[config.mk]
export PLATFORM = sky130hd
export DESIGN_NAME = rtable_grid
export DESIGN_NICKNAME = d
export VERILOG_FILES = /design/src/rtl/rtable_pkg.sv /design/src/rtl/rtable_special_cam.sv /design/src/rtl/rtable_grid.sv
export SDC_FILE = /design/constraint.sdc
export NUM_CORES = 1
export LEC_CHECK = 0
export CAP_MARGIN = 20
export CORE_ASPECT_RATIO = 0.75
export CORE_MARGIN = 2
export CORE_UTILIZATION = 54
export CTS_CLUSTER_SIZE = 25
export DETAILED_ROUTE_END_ITERATION = 12
export PLACE_DENSITY_LB_ADDON = 0.08
export SYNTH_ARGS = -nofsm -noshare
export SYNTH_HDL_FRONTEND = slang
export SYNTH_SLANG_ARGS = --single-unit
[constraint.sdc]
create_clock -name i_clk -period 10.38 [get_ports i_clk]
set_input_delay 2.076 -clock i_clk [delete_from_list [all_inputs] [get_ports i_clk]]
set_output_delay 2.076 -clock i_clk [all_outputs]
set_load 0.005 [all_outputs]
[src/rtl/rtable_pkg.sv]
// ============================================================================
// Module      : rtable_pkg
// Description : Shared action codes, move decode, class enum and default
//               rewards for the grid-world reward/transition unit.
// Revision    : 1.0 - initial release
// ============================================================================
`default_nettype none

package rtable_pkg;

    localparam logic [2:0] c_act_w  = 3'd0;
    localparam logic [2:0] c_act_nw = 3'd1;
    localparam logic [2:0] c_act_n  = 3'd2;
    localparam logic [2:0] c_act_ne = 3'd3;
    localparam logic [2:0] c_act_e  = 3'd4;
    localparam logic [2:0] c_act_se = 3'd5;
    localparam logic [2:0] c_act_s  = 3'd6;
    localparam logic [2:0] c_act_sw = 3'd7;

    localparam int c_wall_reward_def = -255;
    localparam int c_goal_reward_def = 255;
    localparam int c_step_reward_def = 0;

    typedef enum logic [1:0] {
        CLS_STEP    = 2'd0,
        CLS_WALL    = 2'd1,
        CLS_GOAL    = 2'd2,
        CLS_SPECIAL = 2'd3
    } class_e;

    typedef struct packed {
        logic signed [1:0] dx;
        logic signed [1:0] dy;
    } move_t;

    // y grows downward, so "north" is dy = -1
    function automatic move_t action_delta(input logic [2:0] act);
        move_t m;
        m = '0;
        case (act)
            c_act_w:  begin m.dx = -2'sd1; m.dy =  2'sd0; end
            c_act_nw: begin m.dx = -2'sd1; m.dy = -2'sd1; end
            c_act_n:  begin m.dx =  2'sd0; m.dy = -2'sd1; end
            c_act_ne: begin m.dx =  2'sd1; m.dy = -2'sd1; end
            c_act_e:  begin m.dx =  2'sd1; m.dy =  2'sd0; end
            c_act_se: begin m.dx =  2'sd1; m.dy =  2'sd1; end
            c_act_s:  begin m.dx =  2'sd0; m.dy =  2'sd1; end
            c_act_sw: begin m.dx = -2'sd1; m.dy =  2'sd1; end
            default:  m = '0;
        endcase
        return m;
    endfunction

endpackage

`default_nettype wire

[src/rtl/rtable_special_cam.sv]
// ============================================================================
// Module      : rtable_special_cam
// Description : Programmable special-reward cells with a parallel match;
//               the lowest enabled matching index supplies the value.
// Revision    : 1.0 - initial release
// ============================================================================
`default_nettype none

module rtable_special_cam
    import rtable_pkg::*;
#(
    parameter int X_BITS      = 8,
    parameter int Y_BITS      = 8,
    parameter int DATA_WIDTH  = 32,
    parameter int NUM_SPECIAL = 4
) (
    input  logic                  i_clk,
    input  logic                  i_rst,
    input  logic                  i_we,
    input  logic [3:0]            i_idx,
    input  logic [X_BITS-1:0]     i_cfg_x,
    input  logic [Y_BITS-1:0]     i_cfg_y,
    input  logic [DATA_WIDTH-1:0] i_cfg_data,
    input  logic                  i_cfg_en,
    input  logic [X_BITS-1:0]     i_look_x,
    input  logic [Y_BITS-1:0]     i_look_y,
    output logic                  o_hit,
    output logic [DATA_WIDTH-1:0] o_value
);

    logic [X_BITS-1:0]     r_x   [NUM_SPECIAL];
    logic [Y_BITS-1:0]     r_y   [NUM_SPECIAL];
    logic [DATA_WIDTH-1:0] r_val [NUM_SPECIAL];
    logic                  r_en  [NUM_SPECIAL];
    logic [NUM_SPECIAL-1:0] w_match;
    logic                  w_wr;

    assign w_wr = i_we && ({1'b0, i_idx} < 5'(NUM_SPECIAL));

    always_ff @(posedge i_clk or posedge i_rst) begin
        if (i_rst) begin
            for (int i = 0; i < NUM_SPECIAL; i++) begin
                r_x[i]   <= '0;
                r_y[i]   <= '0;
                r_val[i] <= '0;
                r_en[i]  <= 1'b0;
            end
        end else if (w_wr) begin
            for (int i = 0; i < NUM_SPECIAL; i++) begin
                if (i_idx == 4'(i)) begin
                    r_x[i]   <= i_cfg_x;
                    r_y[i]   <= i_cfg_y;
                    r_val[i] <= i_cfg_data;
                    r_en[i]  <= i_cfg_en;
                end
            end
        end
    end

    generate
        for (genvar g = 0; g < NUM_SPECIAL; g++) begin : g_match
            assign w_match[g] = r_en[g] && (r_x[g] == i_look_x) && (r_y[g] == i_look_y);
        end
    endgenerate

    // Scan high-to-low so the lowest matching index is the final assignment
    always_comb begin
        o_hit   = 1'b0;
        o_value = '0;
        for (int i = NUM_SPECIAL - 1; i >= 0; i--) begin
            if (w_match[i]) begin
                o_hit   = 1'b1;
                o_value = r_val[i];
            end
        end
    end

endmodule

`default_nettype wire

[src/rtl/rtable_grid.sv]
// ============================================================================
// Module      : rtable_grid
// Description : Two-stage reward/transition unit for an 8-connected grid.
//               Optional RTABLE_GRID_STATS_EN adds wall/goal result counters.
// Revision    : 1.0 - initial release
// ============================================================================
`default_nettype none

module rtable_grid
    import rtable_pkg::*;
#(
    parameter int X_BITS      = 8,
    parameter int Y_BITS      = 8,
    parameter int DATA_WIDTH  = 32,
    parameter int NUM_SPECIAL = 4,
    parameter int WALL_REWARD = c_wall_reward_def,
    parameter int GOAL_REWARD = c_goal_reward_def,
    parameter int STEP_REWARD = c_step_reward_def
) (
    input  logic                  i_clk,
    input  logic                  i_rst,
    input  logic                  i_valid,
    output logic                  o_ready,
    input  logic [X_BITS-1:0]     i_x,
    input  logic [Y_BITS-1:0]     i_y,
    input  logic [2:0]            i_action,
    input  logic                  i_ready,
    input  logic                  i_cfg_we,
    input  logic                  i_cfg_sel,
    input  logic [3:0]            i_cfg_idx,
    input  logic [X_BITS-1:0]     i_cfg_x,
    input  logic [Y_BITS-1:0]     i_cfg_y,
    input  logic [DATA_WIDTH-1:0] i_cfg_data,
    input  logic                  i_cfg_en,
    output logic                  o_valid,
    output logic [DATA_WIDTH-1:0] o_data,
    output logic [1:0]            o_class,
    output logic [X_BITS-1:0]     o_next_x,
    output logic [Y_BITS-1:0]     o_next_y
`ifdef RTABLE_GRID_STATS_EN
    ,
    output logic [31:0]           o_wall_cnt,
    output logic [31:0]           o_goal_cnt
`endif
);

    localparam logic [X_BITS-1:0]     c_x_max = '1;
    localparam logic [Y_BITS-1:0]     c_y_max = '1;
    localparam logic [DATA_WIDTH-1:0] c_wall  = DATA_WIDTH'(WALL_REWARD);
    localparam logic [DATA_WIDTH-1:0] c_goal  = DATA_WIDTH'(GOAL_REWARD);
    localparam logic [DATA_WIDTH-1:0] c_step  = DATA_WIDTH'(STEP_REWARD);

    logic                  w_en;
    move_t                 w_move;
    logic                  w_wall;
    logic                  w_goal_hit;
    logic [X_BITS-1:0]     w_next_x;
    logic [Y_BITS-1:0]     w_next_y;
    logic                  w_cam_hit;
    logic [DATA_WIDTH-1:0] w_cam_value;
    class_e                w_class;
    logic [DATA_WIDTH-1:0] w_reward;

    logic [X_BITS-1:0]     r_goal_x;
    logic [Y_BITS-1:0]     r_goal_y;

    logic                  r_valid1;
    class_e                r_class1;
    logic [X_BITS-1:0]     r_nx1;
    logic [Y_BITS-1:0]     r_ny1;
    logic [DATA_WIDTH-1:0] r_sval1;

    logic                  r_valid2;
    class_e                r_class2;
    logic [DATA_WIDTH-1:0] r_data2;
    logic [X_BITS-1:0]     r_nx2;
    logic [Y_BITS-1:0]     r_ny2;

    assign w_en    = !r_valid2 || i_ready;
    assign o_ready = w_en;

    assign w_move = action_delta(i_action);
    assign w_wall = ((w_move.dx == -2'sd1) && (i_x == '0))
                 || ((w_move.dx ==  2'sd1) && (i_x == c_x_max))
                 || ((w_move.dy == -2'sd1) && (i_y == '0))
                 || ((w_move.dy ==  2'sd1) && (i_y == c_y_max));

    always_comb begin
        w_next_x = i_x;
        w_next_y = i_y;
        if (!w_wall) begin
            if (w_move.dx == -2'sd1)     w_next_x = i_x - X_BITS'(1);
            else if (w_move.dx == 2'sd1) w_next_x = i_x + X_BITS'(1);
            if (w_move.dy == -2'sd1)     w_next_y = i_y - Y_BITS'(1);
            else if (w_move.dy == 2'sd1) w_next_y = i_y + Y_BITS'(1);
        end
    end

    assign w_goal_hit = (w_next_x == r_goal_x) && (w_next_y == r_goal_y)
                     && !((i_x == r_goal_x) && (i_y == r_goal_y));

    rtable_special_cam #(
        .X_BITS      (X_BITS),
        .Y_BITS      (Y_BITS),
        .DATA_WIDTH  (DATA_WIDTH),
        .NUM_SPECIAL (NUM_SPECIAL)
    ) u_cam (
        .i_clk      (i_clk),
        .i_rst      (i_rst),
        .i_we       (i_cfg_we && i_cfg_sel),
        .i_idx      (i_cfg_idx),
        .i_cfg_x    (i_cfg_x),
        .i_cfg_y    (i_cfg_y),
        .i_cfg_data (i_cfg_data),
        .i_cfg_en   (i_cfg_en),
        .i_look_x   (w_next_x),
        .i_look_y   (w_next_y),
        .o_hit      (w_cam_hit),
        .o_value    (w_cam_value)
    );

    always_comb begin
        w_class = CLS_STEP;
        if (w_wall)          w_class = CLS_WALL;
        else if (w_goal_hit) w_class = CLS_GOAL;
        else if (w_cam_hit)  w_class = CLS_SPECIAL;
    end

    // Config registers update at the same edge that captures a lookup,
    // so a lookup accepted alongside a write decodes against the old goal
    always_ff @(posedge i_clk or posedge i_rst) begin
        if (i_rst) begin
            r_goal_x <= '1;
            r_goal_y <= '1;
        end else if (i_cfg_we && !i_cfg_sel) begin
            r_goal_x <= i_cfg_x;
            r_goal_y <= i_cfg_y;
        end
    end

    always_ff @(posedge i_clk or posedge i_rst) begin
        if (i_rst) begin
            r_valid1 <= 1'b0;
            r_class1 <= CLS_STEP;
            r_nx1    <= '0;
            r_ny1    <= '0;
            r_sval1  <= '0;
        end else if (w_en) begin
            r_valid1 <= i_valid;
            if (i_valid) begin
                r_class1 <= w_class;
                r_nx1    <= w_next_x;
                r_ny1    <= w_next_y;
                r_sval1  <= w_cam_value;
            end
        end
    end

    always_comb begin
        case (r_class1)
            CLS_WALL:    w_reward = c_wall;
            CLS_GOAL:    w_reward = c_goal;
            CLS_SPECIAL: w_reward = r_sval1;
            default:     w_reward = c_step;
        endcase
    end

    always_ff @(posedge i_clk or posedge i_rst) begin
        if (i_rst) begin
            r_valid2 <= 1'b0;
            r_class2 <= CLS_STEP;
            r_data2  <= '0;
            r_nx2    <= '0;
            r_ny2    <= '0;
        end else if (w_en) begin
            r_valid2 <= r_valid1;
            if (r_valid1) begin
                r_class2 <= r_class1;
                r_data2  <= w_reward;
                r_nx2    <= r_nx1;
                r_ny2    <= r_ny1;
            end
        end
    end

    assign o_valid  = r_valid2;
    assign o_data   = r_data2;
    assign o_class  = r_class2;
    assign o_next_x = r_nx2;
    assign o_next_y = r_ny2;

`ifdef RTABLE_GRID_STATS_EN
    logic        w_fire;
    logic [31:0] r_wall_cnt;
    logic [31:0] r_goal_cnt;

    assign w_fire = r_valid2 && i_ready;

    always_ff @(posedge i_clk or posedge i_rst) begin
        if (i_rst) begin
            r_wall_cnt <= '0;
            r_goal_cnt <= '0;
        end else if (w_fire) begin
            if ((r_class2 == CLS_WALL) && (r_wall_cnt != '1)) r_wall_cnt <= r_wall_cnt + 32'd1;
            if ((r_class2 == CLS_GOAL) && (r_goal_cnt != '1)) r_goal_cnt <= r_goal_cnt + 32'd1;
        end
    end

    assign o_wall_cnt = r_wall_cnt;
    assign o_goal_cnt = r_goal_cnt;
`else
    // Statistics counters are not built in this configuration
`endif

endmodule

`default_nettype wire

Word-level counts from Yosys, hierarchy flattened:

Memories as Yosys holds them, arrays and structs flattened.
Index checks and enable logic that the tools add are counted.

* add/subtract/negate cells: 4
* multipliers: 0
* div/mod/pow operators: 0
* order comparisons: 1
* equality and inequality tests: 24
* shifts and indexed selects: 0
* multiplexer cells: 18
* bitwise operators: 0
* reduce and logical (&&, ||, !) cells: 34

Operators with widths (number)
* $mux W32: 4
* $eq A8 B8 Y1: 12
* $pmux W32 S3: 1
* $mux W8: 6
* $logic_and A1 B1 Y1: 18
* $add A8 B1 Y8 const B: 2
* $eq A8 B8 Y1 const B: 2
* $logic_not A8 Y1: 2
* $sub A8 B1 Y8 const B: 2
* $reduce_and A2 Y1: 6
* $eq A2 B2 Y1 const B: 4
* $eq A4 B2 Y1 const B: 2
* $eq A2 B1 Y1 const B: 3
* $mux W2: 3
* $eq A4 B1 Y1 const B: 1
* $logic_not A4 Y1: 1
* $logic_or A1 B1 Y1: 4
* $lt A4 B3 Y1 const B: 1
* $mux W1: 4
* $logic_not A1 Y1: 3

* register bits: 314
* bits in latches: 0
* memory bits (writable): 0
* memory bits (read-only): 32
* input bits: 78
* output and inout port bits: 52
* word-level logic and storage cells: 110
* memories: 1

Memory list
* (name not given): words 8, width 4, read ports 1, clocked after memory_dff 0, wr ports 0, line rtable_pkg.sv:40 `case (act)`

Logic depth before layout (Yosys ltp):

Gate-level depths: netlist (run 1).
An unclocked memory read counts as a cell.

* word-level depth: 17
* gate-level depth with buffers: 20
* mapped depth without buffers: 12

Hierarchy:

From an unflattened synthesis (run 1), not the netlist that was laid out.

* cells, all modules: 1266
* area, all modules: 15005.6 µm²

By module, submodules not included
* rtable_special_cam: instances 1, cells each 698, area an instance 8991.1 µm², seq. area each 4904.7 µm²
* rtable_grid: instances 1, cells each 568, area an instance 6014.5 µm², seq. area each 2972.9 µm²

Least setup slack after synthesis (run 1):

OpenSTA, ideal clock, no wires.

* kind: input -> register
* start: input i_x[0]
* end: register r_sval1[0]
* setup time: 0.120 ns
* arrival: 5.873 ns
* data required time: 10.260 ns
* slack: 4.387 ns
* stages on the path: 16
* buffers on the path: 4
* cells stage by stage: clkbuf_1 clkinv_1 ha_1 nor4b_1 o211ai_1 o41ai_2 buf_6 buf_8 o31ai_1 nor2_1 or4_4 nor4_4 a211oi_4 buf_6 a2111o_1 a31o_1

* word-level cells in the longest chain between the ends: 13
* elaborated cells on any way between the ends: 33
* classes of those cells: add/sub (2); eq/ne (9); mux (8); reduce/logical (14)

RTL lines
* start: declaration: line rtable_grid.sv:24 `input logic [X_BITS-1:0] i_x,`
* parallel branches: the longest is 12 deep, another holds $add A8 B1 Y8
* $mux W32 *: line rtable_special_cam.sv:71 `if (w_match[i]) begin`
* end signal: assignment: line rtable_grid.sv:154 `r_sval1 <= w_cam_value;`
* end: declaration: line rtable_grid.sv:71 `logic [DATA_WIDTH-1:0] r_sval1;`

Every way passes the cells marked *.
A chain may end at the register's enable or synchronous reset.

Final worst setup path (run 1):

* start: input i_x[0]
* end: register r_sval1[6]

Same word-level chain as after synthesis.

==> results of run 1 <==
synthesized netlist by cell type (all sizes together) (19+ instances only):
library cell    n  area [um2]
dfrtp         298        7457
mux2          229        2579
nor3           19       105.1
nand3          32       160.2
o221ai         20       175.2
nand4          21       131.4
a2111oi        21       183.9
and3           29       186.4
buf            38       211.5
and2           26       162.7
inv            39       146.4
o21ai         121       605.6
nand3b         20       150.1
xor2           29       254.0
nand2         140       525.5
clkbuf         81       304.0
xnor2          41       359.1
o211ai         27       202.7
nor2           51       193.9
final timing paths:
check	end	startpoint	slack, ns
min in group asynchronous	u_cam.r_val[72]$_DFFE_PP0P_	i_rst	1.94
worst max-delay path	r_sval1[6]$_DFFE_PP0P_	i_x[0]	2.55
worst min-delay path	r_nx1[4]$_DFFE_PP0P_	r_nx1[4]$_DFFE_PP0P_	0.48
max in group asynchronous	u_cam.r_y[17]$_DFFE_PP0P_	i_rst	6.44
worst max register to register	r_sval1[6]$_DFFE_PP0P_	u_cam.r_y[8]$_DFFE_PP0P_	6.15
worst min register to register	r_nx1[4]$_DFFE_PP0P_	r_nx1[4]$_DFFE_PP0P_	0.48
placed cells by master, fill, tap and decap left out, drive strengths merged, types with 12 or more instances in the layout:
cell type,n
nand2,140
inv,40
o21a,16
clkbuf,44
nor4,17
o221ai,20
a31o,17
a32o,17
nand4,21
nor3,19
nand3b,20
dfstp,16
o211ai,27
o22ai,14
nand3,32
a2111oi,21
xnor2,41
a21oi,16
a2111o,18
and3,29
nor2b,12
buf,33
nand2b,13
or4,15
mux2,229
and2,26
xor2,29
dfrtp,298
clkdlybuf4s50,129
o21ai,121
nor2,51
area by class of cell:
class	count	area share (%)
clock inverters	12	0.3653
diodes	1	0.01260
multi-input cells	1152	44.44
repair buffers	162	7.847
flip-flops and latches	314	39.65
well taps	406	2.557
inverters	40	0.7747
clock buffers	44	4.352
cell families after synthesis:
logic type	share of synthesized area (%)
and+or+nand+nor	13.71
AOI/OAI and AO/OA	17.37
xor gates and xnor gates	3.808
adders and majority gates	0.3613
muxes	15.41
buffers and inverters	3.844
DFF	45.49
registers in the layout, indices dropped and copies added, names as in the netlist, 2 cells and up:
name,cells
r_goal_x,8
r_goal_y,8
r_sval1,32
u_cam.r_en,4
u_cam.r_y,32
o_next_y,8
o_class,2
r_ny1,8
r_nx1,8
o_data,32
u_cam.r_val,128
u_cam.r_x,32
r_class1,2
o_next_x,8
worst max-delay path, delay by kind of cell:
family | cells | cell delay [ns]
AO/OA/AOI/OAI | 7 | 2.44
AND/OR/NAND/NOR | 3 | 1.49
adder cells (fa/ha/maj) | 1 | 0.34
buffers and inverters | 4 | 1.90
layer usage:
| metal | wire length, um | global-route usage [%] | share of wire (%) | vias up |
|---|---|---|---|---|
| met5 | 27 | 0 | 0.041 | - |
| li1 | - | - | - | 6258 |
| met2 | 27380 | 55.57 | 41 | 895 |
| met1 | 29010 | 58.21 | 44 | 7500 |
| met4 | 1724 | 8.739 | 2.6 | 4 |
| met3 | 8290 | 13.89 | 12 | 126 |
per-stage QoR:
| step | setup slack [ns] | cell area, um2 | hold WS, ns |
|---|---|---|---|
| floorplan | 4.134 | 17320 | 0.4365 |
| global placement | 2.317 | 18900 | 0.4579 |
| detailed placement | 1.988 | 18900 | 0.4707 |
| CTS | 2.590 | 19840 | 0.4846 |
| global route | 2.256 | 19860 | 0.5077 |
| finish | 2.548 | 19870 | 0.4809 |
power groups by stage:
| stage | combinational, uW | sequential (uW) | clock, uW |
|---|---|---|---|
| global placement | 801 | 1660 | 0 |
| finish | 836 | 1670 | 1060 |
| floorplan | 475 | 1590 | 0 |
| detailed placement | 813 | 1680 | 0 |
| global route | 889 | 1690 | 1110 |
| CTS | 820 | 1660 | 1060 |
==> impl_metrics.env, run 1 <==
export IMPL_rsz0062_at_grt="false"
export IMPL_avgRoutedWirePerCell_um=31.17
export IMPL_pwr_share_clk_pct=29.7
export IMPL_power_frac_seq_pct=46.9
export IMPL_start_util_pct=55.17
export IMPL_vias=14780
export IMPL_initialDrtViolationCount=2078
export IMPL_seqCellArea_mm2=0.007878
export IMPL_drt_total_wl_mm=66.43
export IMPL_root_buffer="clkbuf_16"
export IMPL_clk_latency_ns=0.57
export IMPL_worst_path_largest_cell_delay_ns=0.88
export IMPL_grt_max_degree=162
export IMPL_synth_edf_count=0
export IMPL_syn_nets=1708
export IMPL_place_hpwl_mm=47.63
export IMPL_fin_skew_ns=0.01345
export IMPL_final_max_slew_viol_count=0
export IMPL_final_cell_count_no_fill=2131
export IMPL_cts_setup_buffers=0
export IMPL_syn_area_per_cell_um2=10.66
export IMPL_yosysWarningCount=0
export IMPL_final_nets=1783
export IMPL_ys_seq_area_share_pct=45.49
export IMPL_antenna_found_initial=2
export IMPL_synth_seq_cells=314
export IMPL_fillers=2400
export IMPL_drc=0
export IMPL_r2r_cells=10
export IMPL_grt_pass1_vias=14540
export IMPL_required_ns=10.83
export IMPL_postRouteAntennaNets=0
export IMPL_final_setup_tns_ns=0
export IMPL_cts_tree="done"
export IMPL_whs_path_depth=2
export IMPL_drive_gt1_share_pct=20.94
export IMPL_period_needed_ns=7.832
export IMPL_status="completed"
export IMPL_p_total_uw=3566
export IMPL_post_route_period_util_pct=75.45
export IMPL_synthArstFlopShare_pct=100.0
export IMPL_worstHoldPathType="register to register"
export IMPL_path_cells="clkdlybuf4s50_1, clkinv_1, ha_1, nor4b_1, o211ai_1, o41ai_4, buf_4, buf_4, o31ai_1, o22ai_1, or4_4, nor4_4, a211oi_4, a2111o_1, a31o_1"
export IMPL_firstDrtPassIters=7
export IMPL_multiInputGateArea_mm2=0.008828
export IMPL_clockBufferDepth=3
export IMPL_die_w_um=210.8
export IMPL_internal_power_uw=2443
export IMPL_cp_data_arrival_time_ns=8.28
export IMPL_cpMostUsedCell="buf_4"
export IMPL_cts_max_level=1
export IMPL_numCtsBuffers=30
export IMPL_fmax_mhz=127.7
export IMPL_maxCapViolCount=0
export IMPL_power_density_mw_per_mm2=179.5
export IMPL_cp_slowest_cell="nor4_4"
export IMPL_core_area_mm2=0.03139
export IMPL_cts_resized=0
export IMPL_synth_ff_type="dfrtp_1"
export IMPL_io_buffers=129
export IMPL_cts_sink_count=314
export IMPL_combPwrFrac_pct=23.4
export IMPL_cts_hold_buf=0
export IMPL_synth_area_mm2=0.01732
export IMPL_finalHoldViolations=0
export IMPL_syn2layout_area_growth_pct=14.73
export IMPL_grt_remaining_overflow=0
export IMPL_worstSetupPathType="input pin to register"
export IMPL_p_leak_uw=0.008481
export IMPL_power_switching_uw=1123
export IMPL_end_kind="register"
export IMPL_fin_util_pct=63.29
export IMPL_via_per_inst=6.937
export IMPL_die_area_mm2=0.03353
export IMPL_synthCells=1625
export IMPL_max_slew_margin_pct=24.50
export IMPL_gp_congestion=1.034
export IMPL_dp_cells=2072
export IMPL_rows=56
export IMPL_critPathLaunchType="input pin"
export IMPL_yosysUniqueCellTypes=94
export IMPL_clkTransAtPathRegs_ns=0.07
export IMPL_p_sw_share_pct=31.49
export IMPL_vdd_drop_max_v=0.0001461
export IMPL_tightest_slew_ns=1.123
export IMPL_setup_viol=0
export IMPL_io_pins=130
export IMPL_die_h_um=159.1
export IMPL_path_max_fanout=29
export IMPL_grt_pass1_wl_mm=97.48
export IMPL_track_usage_pct=39.39
No activity file was read; power rests on OpenSTA's default activity.
==> run 2: changes to the inputs <==
--- a/config.mk
+++ b/config.mk
@@ -8,7 +8,7 @@
 export CAP_MARGIN = 20
 export CORE_ASPECT_RATIO = 0.75
 export CORE_MARGIN = 2
-export CORE_UTILIZATION = 54
+export CORE_UTILIZATION = 59
 export CTS_CLUSTER_SIZE = 25
 export DETAILED_ROUTE_END_ITERATION = 12
 export PLACE_DENSITY_LB_ADDON = 0.08
==> constraint.sdc (replaced) <==
create_clock -name i_clk -period 7.6 [get_ports i_clk]
set_input_delay 1.52 -clock i_clk [delete_from_list [all_inputs] [get_ports i_clk]]
set_output_delay 1.52 -clock i_clk [all_outputs]
set_load 0.005 [all_outputs]
==> impl_metrics.env, run 2 (synthesis results as in run 1) <==
export IMPL_core_area_mm2=0.02899
export IMPL_antenna_found_initial=2
export IMPL_fillers=2109
export IMPL_root_buffer="clkbuf_16"
export IMPL_critPathTopFamily="buffers and inverters"
export IMPL_final_common_cell="dfrtp_1"
export IMPL_grt_pass1_wl_mm=92.72
export IMPL_die_w_um=201.8
export IMPL_insertedDiodeCount=0
export IMPL_io_pins=130
export IMPL_rows=54
export IMPL_period_needed_ns=6.539
export IMPL_worst_path_largest_cell_delay_ns=0.85
export IMPL_cts_resized=0
export IMPL_tightest_slew_ns=1.082
export IMPL_maxCapViolCount=0
export IMPL_rsz0062_at_grt="false"
export IMPL_vdd_drop_max_v=0.0001793
export IMPL_required_ns=8.03
export IMPL_gp_congestion=1.152
export IMPL_power_density_mw_per_mm2=244.6
export IMPL_cts_hold_buf=0
export IMPL_status="completed"
export IMPL_drive_gt1_share_pct=22.29
export IMPL_cts_tree="done"
export IMPL_postRouteAntennaNets=0
export IMPL_p_leak_uw=0.008627
export IMPL_initialDrtViolationCount=2078
export IMPL_final_setup_tns_ns=0
export IMPL_finalHoldViolations=0
export IMPL_grt_max_degree=174
export IMPL_track_usage_pct=40.35
export IMPL_cp_slowest_cell="clkdlybuf4s50_1"
export IMPL_post_route_period_util_pct=86.04
export IMPL_avgRoutedWirePerCell_um=29.33
export IMPL_vias=14960
export IMPL_final_nets=1806
export IMPL_worstSetupPathType="input pin to register"
export IMPL_numCtsBuffers=29
export IMPL_fin_util_pct=69.33
export IMPL_place_hpwl_mm=44.48
export IMPL_drt_total_wl_mm=62.68
export IMPL_cp_buffers_inverters=3
export IMPL_grt_pass1_vias=14110
export IMPL_firstDrtPassIters=6
export IMPL_top_register="u_cam.r_val"
export IMPL_syn2layout_area_growth_pct=16.05
export IMPL_seqCellArea_mm2=0.007878
export IMPL_final_cell_mix="dfrtp_1, mux2_2, nand2_1"
export IMPL_drc=0
export IMPL_critPathLaunchType="input pin"
export IMPL_setup_viol=0
export IMPL_final_max_slew_viol_count=0
export IMPL_die_h_um=152.4
export IMPL_cts_setup_buffers=0
export IMPL_path_max_fanout=31
export IMPL_via_per_inst=6.998
export IMPL_end_kind="register"
export IMPL_multiInputGateArea_mm2=0.008828
export IMPL_worstHoldPathType="register to register"
export IMPL_fmax_mhz=152.9
export IMPL_clockBufferDepth=3
export IMPL_cp_data_arrival_time_ns=6.97
export IMPL_fin_skew_ns=0.02285
export IMPL_cts_max_level=1
export IMPL_cts_sink_count=314
export IMPL_largest_reg_flops=128
export IMPL_path_cells="clkdlybuf4s50_1, clkinv_1, ha_1, nor4b_1, o211ai_1, o41a_2, and3_1, xnor2_1, xor2_1, nor4bb_1, o2111ai_2, buf_4, o21a_1, a31o_1"
export IMPL_io_buffers=129
export IMPL_grt_remaining_overflow=0
export IMPL_clk_latency_ns=0.56
export IMPL_start_util_pct=59.74
export IMPL_die_area_mm2=0.03075
export IMPL_clkTransAtPathRegs_ns=0.07
export IMPL_max_slew_margin_pct=27.88
[run 2: cell types whose count changed in the layout (fill, tap and decap cells not counted), sizes merged]
cell	before	now
diode	1	0
clkbuf	44	43
inv	40	38
clkinvlp	3	4
buf	33	57
clkinv	9	7
bufinv	0	1
[run 2: final cells by class]
cell class,count,area share (%)
Clock buffer,43,4.470
Tap cell,392,2.441
Timing Repair Buffer,186,8.779
Clock inverter,10,0.4109
Sequential cell,314,39.20
Multi-Input combinational cell,1152,43.93
Inverter,40,0.7658
[run 2: tightest hold or removal path: cells and delay by family (launching register included)]
kind | cells | cell delay [ns]
AO/OA/AOI/OAI | 1 | 0.06
flip-flops | 1 | 0.34
AND/OR/NAND/NOR | 1 | 0.05
[run 2: power by group]
part	switching [uW]	internal (uW)	total, uW
logic	579	563	1140
clock network	638	850	1490
registers	298	1990	2290
total	1510	3400	4920
[run 2: metal layers]
| layer | wire length, um | vias up | global-route usage [%] |
|---|---|---|---|
| li1 | - | 6325 | - |
| met2 | 25590 | 951 | 55.77 |
| met4 | 1365 | 4 | 7.808 |
| met5 | 26 | - | 0 |
| met3 | 8868 | 115 | 16.96 |
| met1 | 26830 | 7560 | 59.43 |
[run 2: stage by stage]
stage / power [uW] / hold WS (ns) / instance area [um2] / instances / setup WS (ns)
after floorplan: 2823 / 0.4365 / 17320 / 1625 / 1.910
after global placement: 3351 / 0.4578 / 19090 / 2083 / 0.8282
after detailed placement: 3391 / 0.4712 / 19090 / 2083 / 0.6946
after CTS: 4866 / 0.4843 / 20070 / 2136 / 1.244
after global routing: 5081 / 0.5127 / 20100 / 2137 / 0.8594
final: 4916 / 0.4808 / 20100 / 2137 / 1.061
[run 2: path summary, 6_finish.rpt]
check | start | endpoint | slack, ns | depth (start not counted)
max in group asynchronous | i_rst | u_cam.r_y[8]$_DFFE_PP0P_ | 4.72 | 3
worst min register to register | r_nx1[4]$_DFFE_PP0P_ | r_nx1[4]$_DFFE_PP0P_ | 0.48 | 2
min in group asynchronous | i_rst | u_cam.r_val[40]$_DFFE_PP0P_ | 1.50 | 2
worst max register to register | u_cam.r_y[14]$_DFFE_PP0P_ | r_sval1[29]$_DFFE_PP0P_ | 3.67 | 10
worst min-delay path | r_nx1[4]$_DFFE_PP0P_ | r_nx1[4]$_DFFE_PP0P_ | 0.48 | 2
worst max-delay path | i_x[0] | r_sval1[20]$_DFFE_PP0P_ | 1.06 | 14
==> run 3: changes to the inputs <==
--- a/config.mk
+++ b/config.mk
@@ -5,6 +5,7 @@
 export SDC_FILE = /design/constraint.sdc
 export NUM_CORES = 1
 export LEC_CHECK = 0
+export ABC_AREA = 0
 export CAP_MARGIN = 20
 export CORE_ASPECT_RATIO = 0.75
 export CORE_MARGIN = 2
==> results of run 3 <==
Same layout as run 2: the final DEF is identical, and so are final timing and power.
